<file path="src/rtl/com_tr_err_mon.sv">
// -----------------------------------------------------------------------------
// com_tr_err_mon
// Error-event monitor for the error_o lines of up to N_SRC transient detectors.
// It keeps a saturating counter per source and a saturating total. It latches
// the first source that produced an event and a sticky overflow flag. A
// threshold alarm on the total raises an interrupt, which is retired by an
// acknowledge.
//
// Ports
//   clk_i          system clock, rising edge
//   rst_i          synchronous active-high reset
//   err_i          detector error lines, one per source
//   en_i           count enable (edge history is still tracked when low)
//   thr_i          alarm threshold on the total count, 0 disables the alarm
//   clr_i          one-cycle clear of counters, first capture, overflow, alarm
//   ack_i          alarm acknowledge
//   sel_i          source select for cnt_o
//   cnt_o          counter of source sel_i (0 when sel_i >= N_SRC)
//   total_o        total event counter
//   first_valid_o  a first event has been captured since the last clear/reset
//   first_src_o    lowest-index source of the first event cycle
//   irq_o          alarm interrupt
//   ovf_o          sticky: some counter saturated
// -----------------------------------------------------------------------------
module com_tr_err_mon #(
  parameter int N_SRC     = 4,
  parameter int CNT_WIDTH = 16,
  parameter int EDGE_MODE = 0,
  parameter int SEL_W     = $clog2(N_SRC)
) (
  input  logic                 clk_i,
  input  logic                 rst_i,
  input  logic [N_SRC-1:0]     err_i,
  input  logic                 en_i,
  input  logic [CNT_WIDTH-1:0] thr_i,
  input  logic                 clr_i,
  input  logic                 ack_i,
  input  logic [SEL_W-1:0]     sel_i,
  output logic [CNT_WIDTH-1:0] cnt_o,
  output logic [CNT_WIDTH-1:0] total_o,
  output logic                 first_valid_o,
  output logic [SEL_W-1:0]     first_src_o,
  output logic                 irq_o,
  output logic                 ovf_o
);

  // Total is summed wide enough that one cycle's popcount can never wrap it.
  localparam int SUM_W = CNT_WIDTH + SEL_W + 1;
  localparam logic [CNT_WIDTH-1:0] CNT_MAX = {CNT_WIDTH{1'b1}};

  typedef enum logic [1:0] {
    ST_IDLE  = 2'd0,
    ST_ALARM = 2'd1,
    ST_ACKED = 2'd2
  } state_t;

  logic [N_SRC-1:0]     err_q;
  logic [N_SRC-1:0]     ev;
  logic [CNT_WIDTH-1:0] cnt_q [N_SRC];
  logic [CNT_WIDTH-1:0] cnt_d [N_SRC];
  logic [CNT_WIDTH-1:0] total_q, total_d;
  logic [SUM_W-1:0]     tot_sum;
  logic                 first_valid_q, first_valid_d;
  logic [SEL_W-1:0]     first_src_q, first_src_d;
  logic                 ovf_q, ovf_d;
  state_t               state_q, state_d;

  function automatic logic [SUM_W-1:0] popcount(input logic [N_SRC-1:0] v);
    logic [SUM_W-1:0] c;
    c = '0;
    for (int i = 0; i < N_SRC; i++) begin
      c = c + SUM_W'(v[i]);
    end
    return c;
  endfunction

  // Clamp a wide sum to the largest counter value.
  function automatic logic [CNT_WIDTH-1:0] sat_cnt(input logic [SUM_W-1:0] s);
    if (s > SUM_W'(CNT_MAX)) begin
      return CNT_MAX;
    end
    return s[CNT_WIDTH-1:0];
  endfunction

  // Event vector: level or rising-edge qualified, gated by the enable.
  always_comb begin
    ev = '0;
    if (en_i) begin
      if (EDGE_MODE != 0) begin
        ev = err_i & ~err_q;
      end else begin
        ev = err_i;
      end
    end
  end

  // Counter, first-capture and overflow next state; clear overrides all.
  always_comb begin
    ovf_d         = ovf_q;
    first_valid_d = first_valid_q;
    first_src_d   = first_src_q;
    tot_sum       = SUM_W'(total_q) + popcount(ev);
    total_d       = sat_cnt(tot_sum);
    for (int k = 0; k < N_SRC; k++) begin
      cnt_d[k] = cnt_q[k];
      if (ev[k]) begin
        if (cnt_q[k] == CNT_MAX) begin
          ovf_d = 1'b1;
        end else begin
          cnt_d[k] = cnt_q[k] + 1'b1;
        end
      end
    end
    if (tot_sum > SUM_W'(CNT_MAX)) begin
      ovf_d = 1'b1;
    end
    // Descending scan so the lowest active index is the one that sticks.
    if (!first_valid_q && (ev != '0)) begin
      first_valid_d = 1'b1;
      for (int k = N_SRC - 1; k >= 0; k--) begin
        if (ev[k]) begin
          first_src_d = SEL_W'(k);
        end
      end
    end
    if (clr_i) begin
      for (int k = 0; k < N_SRC; k++) begin
        cnt_d[k] = '0;
      end
      total_d       = '0;
      first_valid_d = 1'b0;
      first_src_d   = '0;
      ovf_d         = 1'b0;
    end
  end

  // Alarm FSM works on the registered total, giving one cycle of alarm latency.
  always_comb begin
    state_d = state_q;
    case (state_q)
      ST_IDLE: begin
        if ((thr_i != '0) && (total_q >= thr_i)) begin
          state_d = ST_ALARM;
        end
      end
      ST_ALARM: begin
        if (ack_i) begin
          state_d = ST_ACKED;
        end
      end
      ST_ACKED: begin
        // Only a threshold raised above the count re-arms without a clear.
        if (thr_i > total_q) begin
          state_d = ST_IDLE;
        end
      end
      default: state_d = ST_IDLE;
    endcase
    if (clr_i) begin
      state_d = ST_IDLE;
    end
  end

  always_ff @(posedge clk_i) begin
    if (rst_i) begin
      err_q         <= '0;
      total_q       <= '0;
      first_valid_q <= 1'b0;
      first_src_q   <= '0;
      ovf_q         <= 1'b0;
      state_q       <= ST_IDLE;
      for (int k = 0; k < N_SRC; k++) begin
        cnt_q[k] <= '0;
      end
    end else begin
      err_q         <= err_i;
      total_q       <= total_d;
      first_valid_q <= first_valid_d;
      first_src_q   <= first_src_d;
      ovf_q         <= ovf_d;
      state_q       <= state_d;
      for (int k = 0; k < N_SRC; k++) begin
        cnt_q[k] <= cnt_d[k];
      end
    end
  end

  // Read mux; selects beyond the last source read as zero.
  always_comb begin
    cnt_o = '0;
    for (int k = 0; k < N_SRC; k++) begin
      if (sel_i == SEL_W'(k)) begin
        cnt_o = cnt_q[k];
      end
    end
  end

  assign total_o       = total_q;
  assign first_valid_o = first_valid_q;
  assign first_src_o   = first_src_q;
  assign ovf_o         = ovf_q;
  assign irq_o         = (state_q == ST_ALARM);

endmodule

</file>
<file path="config.mk">
export PLATFORM = sky130hd
export DESIGN_NAME = com_tr_err_mon
export DESIGN_NICKNAME = d
export VERILOG_FILES = /design/src/rtl/com_tr_err_mon.sv
export SDC_FILE = /design/constraint.sdc
export NUM_CORES = 1
export LEC_CHECK = 0
export ABC_AREA = 1
export CAP_MARGIN = 5
export CORE_ASPECT_RATIO = 0.5
export CORE_MARGIN = 3
export CORE_UTILIZATION = 50
export DETAILED_ROUTE_END_ITERATION = 10
export PLACE_DENSITY = 0.75
export SLEW_MARGIN = 10
export SYNTH_ARGS = -nofsm -noshare
export SYNTH_HDL_FRONTEND = slang
export SYNTH_SLANG_ARGS = --single-unit
</file>
<file path="constraint.sdc">
create_clock -name clk_i -period 2.6 [get_ports clk_i]
set_clock_uncertainty 0.15 [all_clocks]
set_input_delay 0.52 -clock clk_i [delete_from_list [all_inputs] [get_ports clk_i]]
set_output_delay 0.52 -clock clk_i [all_outputs]
set_load 0.05 [all_outputs]
</file>
==> run_results.csv <==
group,metric,value,unit
clock_network,clockRootBuffer,"clkbuf_16",
grt,grt.overflow.total,0,
floorplanning,dieArea,12200,um2
setup_path,worstPathMaxFanout,4,
yosys,yosys_most_used_dff,"dfxtp_1",
power_and_ir_drop,switching_share,0.236,
route,routedWlPerCell,15.0,um
setup_path,crit_type,"reg2reg",
yosys,synthMuxAreaShare,0,
power_and_ir_drop,power_density,449,nW/um2
run_status,violations,"setup timing",
route,vias,5805,
yosys,ys_ff_latch,86,
clock_network,cts_buffer_depth,2,
yosys,yosys.area_share.xor_xnor,0.0582,
yosys,synth_edf_count,0,
timing,slew_headroom,0.625,
setup_path,crit_path_end_kind,"flip-flop",
cells_and_area,antenna_cells,0,
clock_network,cts_made_buffers,9,
route,ant_nets,0,
cells_and_area,fin_util,0.687,
grt,grt_pass1_vias,5423,
grt,grt_max_degree,43,
yosys,ys_types,42,
yosys,yosys_warnings,0,
clock_network,path_clk_slew,0.07,ns
setup_path,r2r_cells,13,
grt,grt_pass1_wl,25.8,mm
yosys,syn_area_per_cell,6.57,um2
yosys,ys_seq_area_frac,0.318,
clock_network,cts_hold_buf,0,
floorplanning,start_util,0.522,
grt,antenna_found_initial,0,
hold_path,hold_path.class,"reg2reg",
floorplanning,die_x,153,um
grt,gr-usage-all-layers,0.259,
setup_path,critPathArrivalTime,2.77,ns
yosys,synth_adder_area_share,0.0582,
yosys,syn_nets,875,
cells_and_area,design_area,7130,um2
yosys,postSynth.asyncResetShare,0,
cells_and_area,num-nets-final,975,
placement,place_area,6590,um2
cells_and_area,final_layout_size_suffix_gt1_frac,0.139,
yosys,synth_simple_gate_area_share,0.309,
timing,grt_setup_unrepaired,"yes",
yosys,synth_cells,824,
route,drc,0,
hold_path,hold_depth,2,
route,wirelength,16.0,mm
power_and_ir_drop,peakVddDrop,0.000272,V
placement,gp_congestion,0.891,
timing,max_slew.worst_pin.slew,0.561,ns
placement,numPortBuffers,63,
power_and_ir_drop,combPwrFrac,0.108,
power_and_ir_drop,p_seq_frac,0.420,
run_status,status,"complete, but fails checks",
route,firstDrtPassIters,5,
power_and_ir_drop,p_sw,755,uW
yosys,synth-compound-area-share,0.160,
power_and_ir_drop,p_int,2.44,mW
cells_and_area,final_common_cell,"nand2_1",
placement,pre_cts_ws,-0.907,ns
yosys,synth_area,5420,um2
power_and_ir_drop,power.leakage,2.56,nW
timing,fmax,374,MHz
cells_and_area,final_cell_mix,"nand2_1, inv_1, nor2_1, dfxtp_1, a21oi_1",
cells_and_area,syn_to_final_growth,31.6,%
timing,hold_viol,0,
placement,dp.cells,1042,
cells_and_area,fillers,879,
floorplanning,core,10400,um2
timing,timing.final.crit_period,2.68,ns
timing,setup_violations,6,
power_and_ir_drop,p_clk_frac,0.472,
clock_network,ctsHtreeMaxLevel,3,
clock_network,clk_latency,0.34,ns
timing,slew_viol_final,0,
setup_path,crit_required,2.70,ns
floorplanning,ios,64,
timing,timing.final.crit_share,1.03,
cells_and_area,fin_cells,1069,
placement,dp_hpwl,11.5,mm
clock_network,cts_tree,"built",
yosys,synth_top_family_by_area,"simple AND/OR/NAND/NOR gates",
floorplanning,die_h,79.6,um
route,drt_iter0_drc,363,
timing,fin_ws,-0.0768,ns
floorplanning,rows,26,
clock_network,clock-sinks,86,
timing,finalSetupTns,-0.154,ns
route,drt-vias-per-instance,5.43,
setup_path,setup.worst_path.start_class,"flip-flop",
run,maxCapViolations,0,
-- through the flow --
step                total power [mW]  hold WS [ns]
floorplan                       1.55         0.294
global placement                1.68         0.304
detailed placement              1.68         0.307
CTS                             3.19         0.317
global route                    3.30         0.344
finish                          3.20         0.315
-- cell type report --
cell class / count / area, um2 / share of cell area
clock buffers: 11 / 243 / 0.0340
well taps: 140 / 175 / 0.0246
multi-input cells: 606 / 3300 / 0.463
inverters: 113 / 427 / 0.0598
flip-flops and latches: 86 / 1730 / 0.242
repair buffers: 108 / 1160 / 0.162
clock inverters: 5 / 106 / 0.0149
-- cells in the mapped netlist, drive strengths merged, types with 2 or more instances --
cell	count	area share
buf	9	0.012
a211oi	2	0.0028
or2	2	0.0023
dfxtp	86	0.32
clkbuf	10	0.0069
nor3b	2	0.0028
ha	22	0.051
inv	112	0.078
a21o	2	0.0028
nor4	3	0.0062
a21oi	89	0.086
o22ai	13	0.015
nand3	47	0.045
nor3	32	0.031
nor2	92	0.067
xnor2	6	0.0097
nand4	12	0.015
nand2	193	0.14
xor2	30	0.049
fa	2	0.0074
o21ai	52	0.049
-- routing by layer --
layer | vias to the layer above | wire [um] | global-route usage
met5 | - | 0 | 0
met4 | 0 | 325 | 0.0800
met3 | 34 | 1050 | 0.0493
met2 | 231 | 7300 | 0.425
met1 | 2653 | 7320 | 0.348
li1 | 2887 | - | -
-- timing repair --
| action | CTS | global route |
|---|---|---|
| pin swaps | 9 | 4 |
| resized for setup | 21 | 29 |
| cloned | 0 | 1 |
| setup buffers | 10 | 0 |
| setup endpoints to repair | 33 | 35 |
-- final timing paths --
kind                      from      endpoint  slack (ns)
setup / recovery    total_o[0]    total_o[4]       -0.08
hold / removal    cnt_q[3][15]  cnt_q[3][15]        0.31
setup reg to reg    total_o[0]    total_o[4]       -0.08
hold reg to reg   cnt_q[3][15]  cnt_q[3][15]        0.31
-- state kept, by name, summed over array words and instances (netlist names) --
name / cells
first_src_o: 2
cnt_q: 64
state_q: 2
total_o: 16
ovf_o: 1
first_valid_o: 1
-- critical path: stages (launching register included) --
cell and delay, ns:
dfxtp_4 0.37, xor2_2 0.16, inv_2 0.07, ha_4 0.26, inv_2 0.03, fa_2 0.35, inv_2 0.08, fa_2 0.23
nand2_2 0.07, nor2_4 0.15, buf_4 0.16, nand4_4 0.12, buf_4 0.19, a21oi_1 0.19
-- cells by family after synthesis --
group,count (synthesis)
AND/OR/NAND/NOR,385
AO/OA/AOI/OAI,161
buffers and inverters,132
flip-flops,86
XOR/XNOR,36
adder cells (fa/ha/maj),24
-- power groups by stage --
stage / Clock [mW] / Combinational (mW) / Sequential (mW)
after floorplan: 0 / 0.156 / 1.39
after global placement: 0 / 0.307 / 1.37
after detailed placement: 0 / 0.314 / 1.37
after CTS: 1.52 / 0.324 / 1.34
after global routing: 1.58 / 0.377 / 1.34
final: 1.51 / 0.345 / 1.34
No activity file was read; power rests on OpenSTA's default activity.
==> RTL change 1, RTL diff (same settings) <==
Change the parameter `EDGE_MODE` from 0 to 1.
--- a/src/rtl/com_tr_err_mon.sv
+++ b/src/rtl/com_tr_err_mon.sv
@@ -25,7 +25,7 @@
 module com_tr_err_mon #(
   parameter int N_SRC     = 4,
   parameter int CNT_WIDTH = 16,
-  parameter int EDGE_MODE = 0,
+  parameter int EDGE_MODE = 1,
   parameter int SEL_W     = $clog2(N_SRC)
 ) (
   input  logic                 clk_i,
Behaviour: not the same (a bounded check fails within 4 cycles, from zero or initial values and one cycle with rst_i high).
==> RTL change 1 against the original RTL <==
The run still ends with setup timing left. Area after synthesis is 3.6% higher. Routed wire length down 3.2%. Sequential cell count up 4. Worst setup slack got worse by 0.0078 ns. Design area is 3.0% higher. Power fell by 3.9%. Synthesized cell count grew 0.73%. Largest cell class unchanged. Largest power group is now sequential cells.
==> RTL change 1: results (changes against the original RTL) <==
[drt]
dr.first_iter.drc_count=381  ; was 363
first_pass_iters=6  ; was 5
wl_per_cell_um=14.37  ; was 14.96 um
via_count=5813  ; was 5,805
ant_nets=0  ; unchanged

[synthesis]
synth_nets=881  ; was 875
synth-compound-area-share_pct=15.31  ; was 15.99%
synth_flop_cell=dfxtp_1  ; unchanged
synth_seq_area_share_pct=32.10  ; was 31.79%
synthTopCellsByArea=dfxtp_1 32%, nand2_1 12%, inv_1 7.3%, a21oi_1 6.9%, nor2_1 6.0%  ; was dfxtp_1 32%, nand2_1 13%, a21oi_1 7.7%, inv_1 7.4%, nor2_1 6.1%
synth_xor_area_share_pct=5.930  ; was 5.821%
synth_commonest_cells=178 x nand2_1, 109 x inv_1, 90 x dfxtp_1, 89 x nor2_1, 77 x a21oi_1  ; was 188 x nand2_1, 107 x inv_1, 88 x nor2_1, 86 x dfxtp_1, 83 x a21oi_1
synthMuxAreaShare_pct=0  ; unchanged
ys_types=44  ; was 42
synth_adder_area_share_pct=5.617  ; was 5.821%

[clocking]
numCtsBuffers=9  ; unchanged
clock_path_buffers=2  ; unchanged
htreeDepth=3  ; unchanged
insertion_delay_ns=0.34  ; about the same

[finish]
final_nets=983  ; was 975
largest_reg_flops=64  ; unchanged
drive_gt1_share_pct=16.76  ; was 13.89%
fill_cells=864  ; was 879

[sta]
finalCritPeriodShare_pct=103.3  ; was 103.0%
setup-tns-final_ns=-0.5939  ; was -0.1537 ns
relSlewSlack_pct=56.01  ; was 62.51%
setup_viol=17  ; was 6
fin_ws_ns=-0.08454  ; was -0.07676 ns
drv_slew=0  ; unchanged

[critical_path]
rr_worst_depth=16  ; was 13
arrival_ns=2.82  ; was 2.77 ns
cp_max_fo=3  ; was 4

[global_route]
grt_first_pass_wirelength_mm=25.84  ; was 25.79 mm
grt_pass1_vias=5539  ; was 5,423
grt_max_degree=52  ; was 43
grt_usage_pct=25.11  ; was 25.89%

[run_status]
violations=setup timing  ; unchanged
status=finished, violations left  ; unchanged

[pwr]
peakVddDrop_uv=288.6  ; was 272.1 uV
power_leakage_nw=2.719  ; was 2.558 nW
p_int_w=0.002312  ; was 0.002443 W

[place]
port_buffers=63  ; unchanged
gp_congestion=0.9982  ; was 0.8914
hpwlAfterDp_mm=11.62  ; was 11.46 mm

-- RTL change 1: cell types whose count changed after synthesis, sizes merged, moves of 3 or more --
cell,before,now
nand2,193,184
nor2,92,99
a21oi,89,84
a221oi,1,6
o22ai,13,8
dfxtp,86,90
nor3,32,35
xor2,30,33
-- RTL change 1: layout make-up --
cell class                      count  area [sq um]  area share (%)
Tap cell                          140         175.2           2.386
Timing Repair Buffer              110          1165           15.87
Sequential cell                    90          1803           24.56
Inverter                          114         452.9           6.169
Multi-Input combinational cell    607          3441           46.86
Clock buffer                       10         239.0           3.255
Clock inverter                      6         66.31          0.9032
-- RTL change 1: cell families (layout without fill, tap and decap cells) --
logic type      Yosys count  after routing
flops                    90             90
fa+ha+maj                24             24
xor+xnor                 38             38
buf+inv                 133            240
compound gates          156            156
simple gates            389            389
-- RTL change 1: path summary, 6_finish.rpt --
kind | from | end | slack (ns)
worst max-delay path | err_i[1] | total_o[12]$_SDFF_PP0_ | -0.08
worst min-delay path | first_src_o[1]$_SDFFE_PP0P_ | first_src_o[1]$_SDFFE_PP0P_ | 0.31
worst max register to register | err_q[0]$_SDFF_PP0_ | total_o[12]$_SDFF_PP0_ | -0.08
worst min register to register | first_src_o[1]$_SDFFE_PP0P_ | first_src_o[1]$_SDFFE_PP0P_ | 0.31
-- RTL change 1: repair_timing --
action / CTS / global route
endpoints found under the setup margin: 33 / 19
pin swaps: 10 / 4
setup buffers: 6 / 1
resized for setup: 55 / 7
-- RTL change 1: power groups by stage --
stage / logic, W / registers (W) / clock network, W
finish: 0.000346 / 0.00141 / 0.00132
CTS: 0.000342 / 0.00141 / 0.00134
global route: 0.000378 / 0.00141 / 0.00139
detailed placement: 0.000324 / 0.00144 / 0
global placement: 0.000318 / 0.00144 / 0
floorplan: 0.000165 / 0.00145 / 0
-- RTL change 1: critical path, cell delays in order --
cell and delay (ns):
clkdlybuf4s50_1 0.48, inv_2 0.06, nor3_4 0.13, inv_1 0.10, fa_2 0.38, inv_2 0.07, fa_2 0.22, nand2_2 0.08
nor3_4 0.20, buf_6 0.15, nand2_4 0.05, o21ai_4 0.19, o21ai_4 0.07, a21oi_2 0.12
-- RTL change 1: metal layers --
layer,global-route usage [%],routed length [um],up-vias
met3,4.896,958,29
met4,6.872,242,0
li1,-,-,2920
met2,44.27,7389,188
met5,0,0,-
met1,31.77,6888,2676
-- RTL change 1: metrics by stage --
step,cell area (sq um),cells,setup WS (ns),power (W)
after floorplan,5654,830,-0.2406,0.001618
after global placement,6809,1054,-0.9119,0.001754
after detailed placement,6809,1054,-0.9971,0.001760
after CTS,7317,1076,-0.07785,0.003084
after global routing,7342,1077,-0.2255,0.003172
final,7342,1077,-0.08454,0.003074
==> RTL change 2, RTL diff (config.mk and constraints unchanged) <==
Without the edit above. The 3 states of `state_t` get a one-hot encoding in 3 bits.
--- a/src/rtl/com_tr_err_mon.sv
+++ b/src/rtl/com_tr_err_mon.sv
@@ -48,10 +48,10 @@
   localparam int SUM_W = CNT_WIDTH + SEL_W + 1;
   localparam logic [CNT_WIDTH-1:0] CNT_MAX = {CNT_WIDTH{1'b1}};
 
-  typedef enum logic [1:0] {
-    ST_IDLE  = 2'd0,
-    ST_ALARM = 2'd1,
-    ST_ACKED = 2'd2
+  typedef enum logic [2:0] {
+    ST_IDLE  = 3'b001,
+    ST_ALARM = 3'b010,
+    ST_ACKED = 3'b100
   } state_t;
 
   logic [N_SRC-1:0]     err_q;
Function: same outputs for any inputs over 4 cycles, from zero or initial values; so few cycles prove little.
==> RTL change 2 against the original RTL <==
Global-route usage shrank 0.29 points. Sequential cell count grew 1. Utilization grew 2.9 points. Non-clock buffer count grew 9. Final cell count shrank 7.2%. Register-to-register slack gained 0.15 ns. Power is essentially flat. Worst setup slack gained 0.13 ns. Routed wire length shrank 9.2%. Area after synthesis shrank 7.6%. Design area shrank 3.6%. Via count shrank 6.5%. Synthesized cell count shrank 11%. Critical path type is now input port to flop. Largest power group unchanged. Highest routed layer unchanged.
==> RTL change 2: results (changes against the original RTL) <==
[synthesis]
synth_seq_area_share_pct=34.81  ; was 31.79%
ys_types=41  ; was 42
yosysWarningCount=0  ; unchanged
synth_nets=788  ; was 875
synth_commonest_cells=125 x nand2_1, 115 x inv_1, 87 x dfxtp_1, 83 x a21oi_1, 59 x o21ai_0  ; was 188 x nand2_1, 107 x inv_1, 88 x nor2_1, 86 x dfxtp_1, 83 x a21oi_1
synthTopCellsByArea=dfxtp_1 35%, nand2_1 9.4%, inv_1 8.6%, a21oi_1 8.3%, o21ai_0 5.9%  ; was dfxtp_1 32%, nand2_1 13%, a21oi_1 7.7%, inv_1 7.4%, nor2_1 6.1%
async_reset_ff_share_pct=0  ; unchanged
synth_flop_cell=dfxtp_1  ; unchanged

[drt]
drt_wl_total_mm=14.53  ; was 15.99 mm
first_pass_iters=5  ; unchanged
vias_per_cell=5.474  ; was 5.430
dr.first_iter.drc_count=542  ; was 363

[finish]
final_nets=904  ; was 975
drive_gt1_share_pct=16.92  ; was 13.89%
largest_reg_flops=64  ; unchanged
fill_cells=770  ; was 879
diodes=0  ; unchanged
max_flop_register=cnt_q  ; unchanged

[critical_path]
arrival_ns=2.62  ; was 2.77 ns
setup.worst_path.start=err_i[1]  ; was total_o[0]$_SDFF_PP0_
cp_max_fo=4  ; unchanged
r2r_start=total_o[0]$_SDFF_PP0_  ; unchanged

[clocking]
numCtsBuffers=9  ; unchanged
clock_path_buffers=2  ; unchanged
clk_pin_slew_ns=0.06
insertion_delay_ns=0.34  ; about the same
cts_root_buf=clkbuf_16  ; unchanged
htreeDepth=3  ; unchanged

[global_route]
grt_max_degree=37  ; was 43
grt_first_pass_wirelength_mm=23.76  ; was 25.79 mm
antenna_found_initial=0  ; unchanged
grt_pass1_vias=5066  ; was 5,423
grt_usage_pct=25.60  ; was 25.89%

[sta]
relSlewSlack_pct=60.95  ; was 62.51%

[pwr]
peakVddDrop_uv=273.6  ; was 272.1 uV
power_leakage_nw=2.474  ; was 2.558 nW

[min_path]
hold_path_class=flop to flop  ; unchanged
hp-start=first_src_o[1]$_SDFFE_PP0P_  ; was cnt_q[3][15]$_SDFFE_PP0P_

[place]
hpwlAfterDp_mm=10.66  ; was 11.46 mm
port_buffers=63  ; unchanged
gp_congestion=0.9515  ; was 0.8914

[run_status]
status=finished, final reports clean  ; was finished, violations left

## RTL change 2: power breakdown
part / total, W / internal [W] / switching [W]
clock network: 0.00150 / 0.000961 / 0.000539
logic: 0.000341 / 0.000149 / 0.000192
registers: 0.00136 / 0.00135 / 0.0000116
## RTL change 2: final cells by class
cell class	instances	share of cell area, %
timing repair inverter	1	0.07282
timing repair buffer	117	17.48
clock inverter	5	1.547
clock buffer	10	3.477
multi-input combinational	516	42.95
tap	135	2.458
sequential	87	25.36
inverter	121	6.663
## RTL change 2: path summary, 6_finish.rpt
kind / end / slack, ns / cells after the start
max: total_o[14]$_SDFF_PP0_ / 0.05 / 11
min: first_src_o[1]$_SDFFE_PP0P_ / 0.30 / 2
max reg2reg: total_o[14]$_SDFF_PP0_ / 0.07 / 13
min reg2reg: first_src_o[1]$_SDFFE_PP0P_ / 0.30 / 2
## RTL change 2: cell families after synthesis
kind of cell,Yosys count,share of synthesized area (%)
DFF,87,34.81
buffers and inverters,134,10.28
xor gates and xnor gates,13,2.276
adders and majority gates,24,6.302
AOI/OAI and AO/OA,175,18.90
and+or+nand+nor,304,27.43
## RTL change 2: repair_timing
item                                   in CTS  in global routing
gates cloned                                2                  0
setup endpoints to repair                  33                 28
resized for setup                          51                 21
endpoints found under the hold margin       0                  0
pin swaps                                   8                 11
buffers inserted                            9                  1
## RTL change 2: per-stage QoR
step | setup slack (ns) | power, W | instances | instance area [sq um] | hold slack, ns
global placement | -0.7054 | 0.001686 | 965 | 6276 | 0.2861
finish | 0.04868 | 0.003198 | 992 | 6873 | 0.2971
global route | -0.1270 | 0.003295 | 992 | 6873 | 0.3273
CTS | 0.04844 | 0.003193 | 991 | 6800 | 0.2983
detailed placement | -0.7495 | 0.001692 | 965 | 6276 | 0.2903
floorplan | -0.1289 | 0.001552 | 737 | 5047 | 0.2904
## RTL change 2: critical path, cell delays in order
cell and delay, ns:
clkdlybuf4s50_1 0.50, nand2_1 0.12, fa_2 0.41, inv_2 0.08, fa_2 0.21, nand3_2 0.11
nor2_2 0.12, nand2_2 0.09, nor3_2 0.21, xor2_1 0.16, a21oi_1 0.08
## RTL change 2: metal layers
| metal | vias up | global-route usage, % | routed length, um |
|---|---|---|---|
| met5 | - | 0 | 0 |
| met4 | 0 | 6.227 | 195 |
| met3 | 20 | 5.549 | 1067 |
| met2 | 216 | 43.39 | 6790 |
| met1 | 2475 | 33.52 | 6473 |
| li1 | 2719 | - | - |
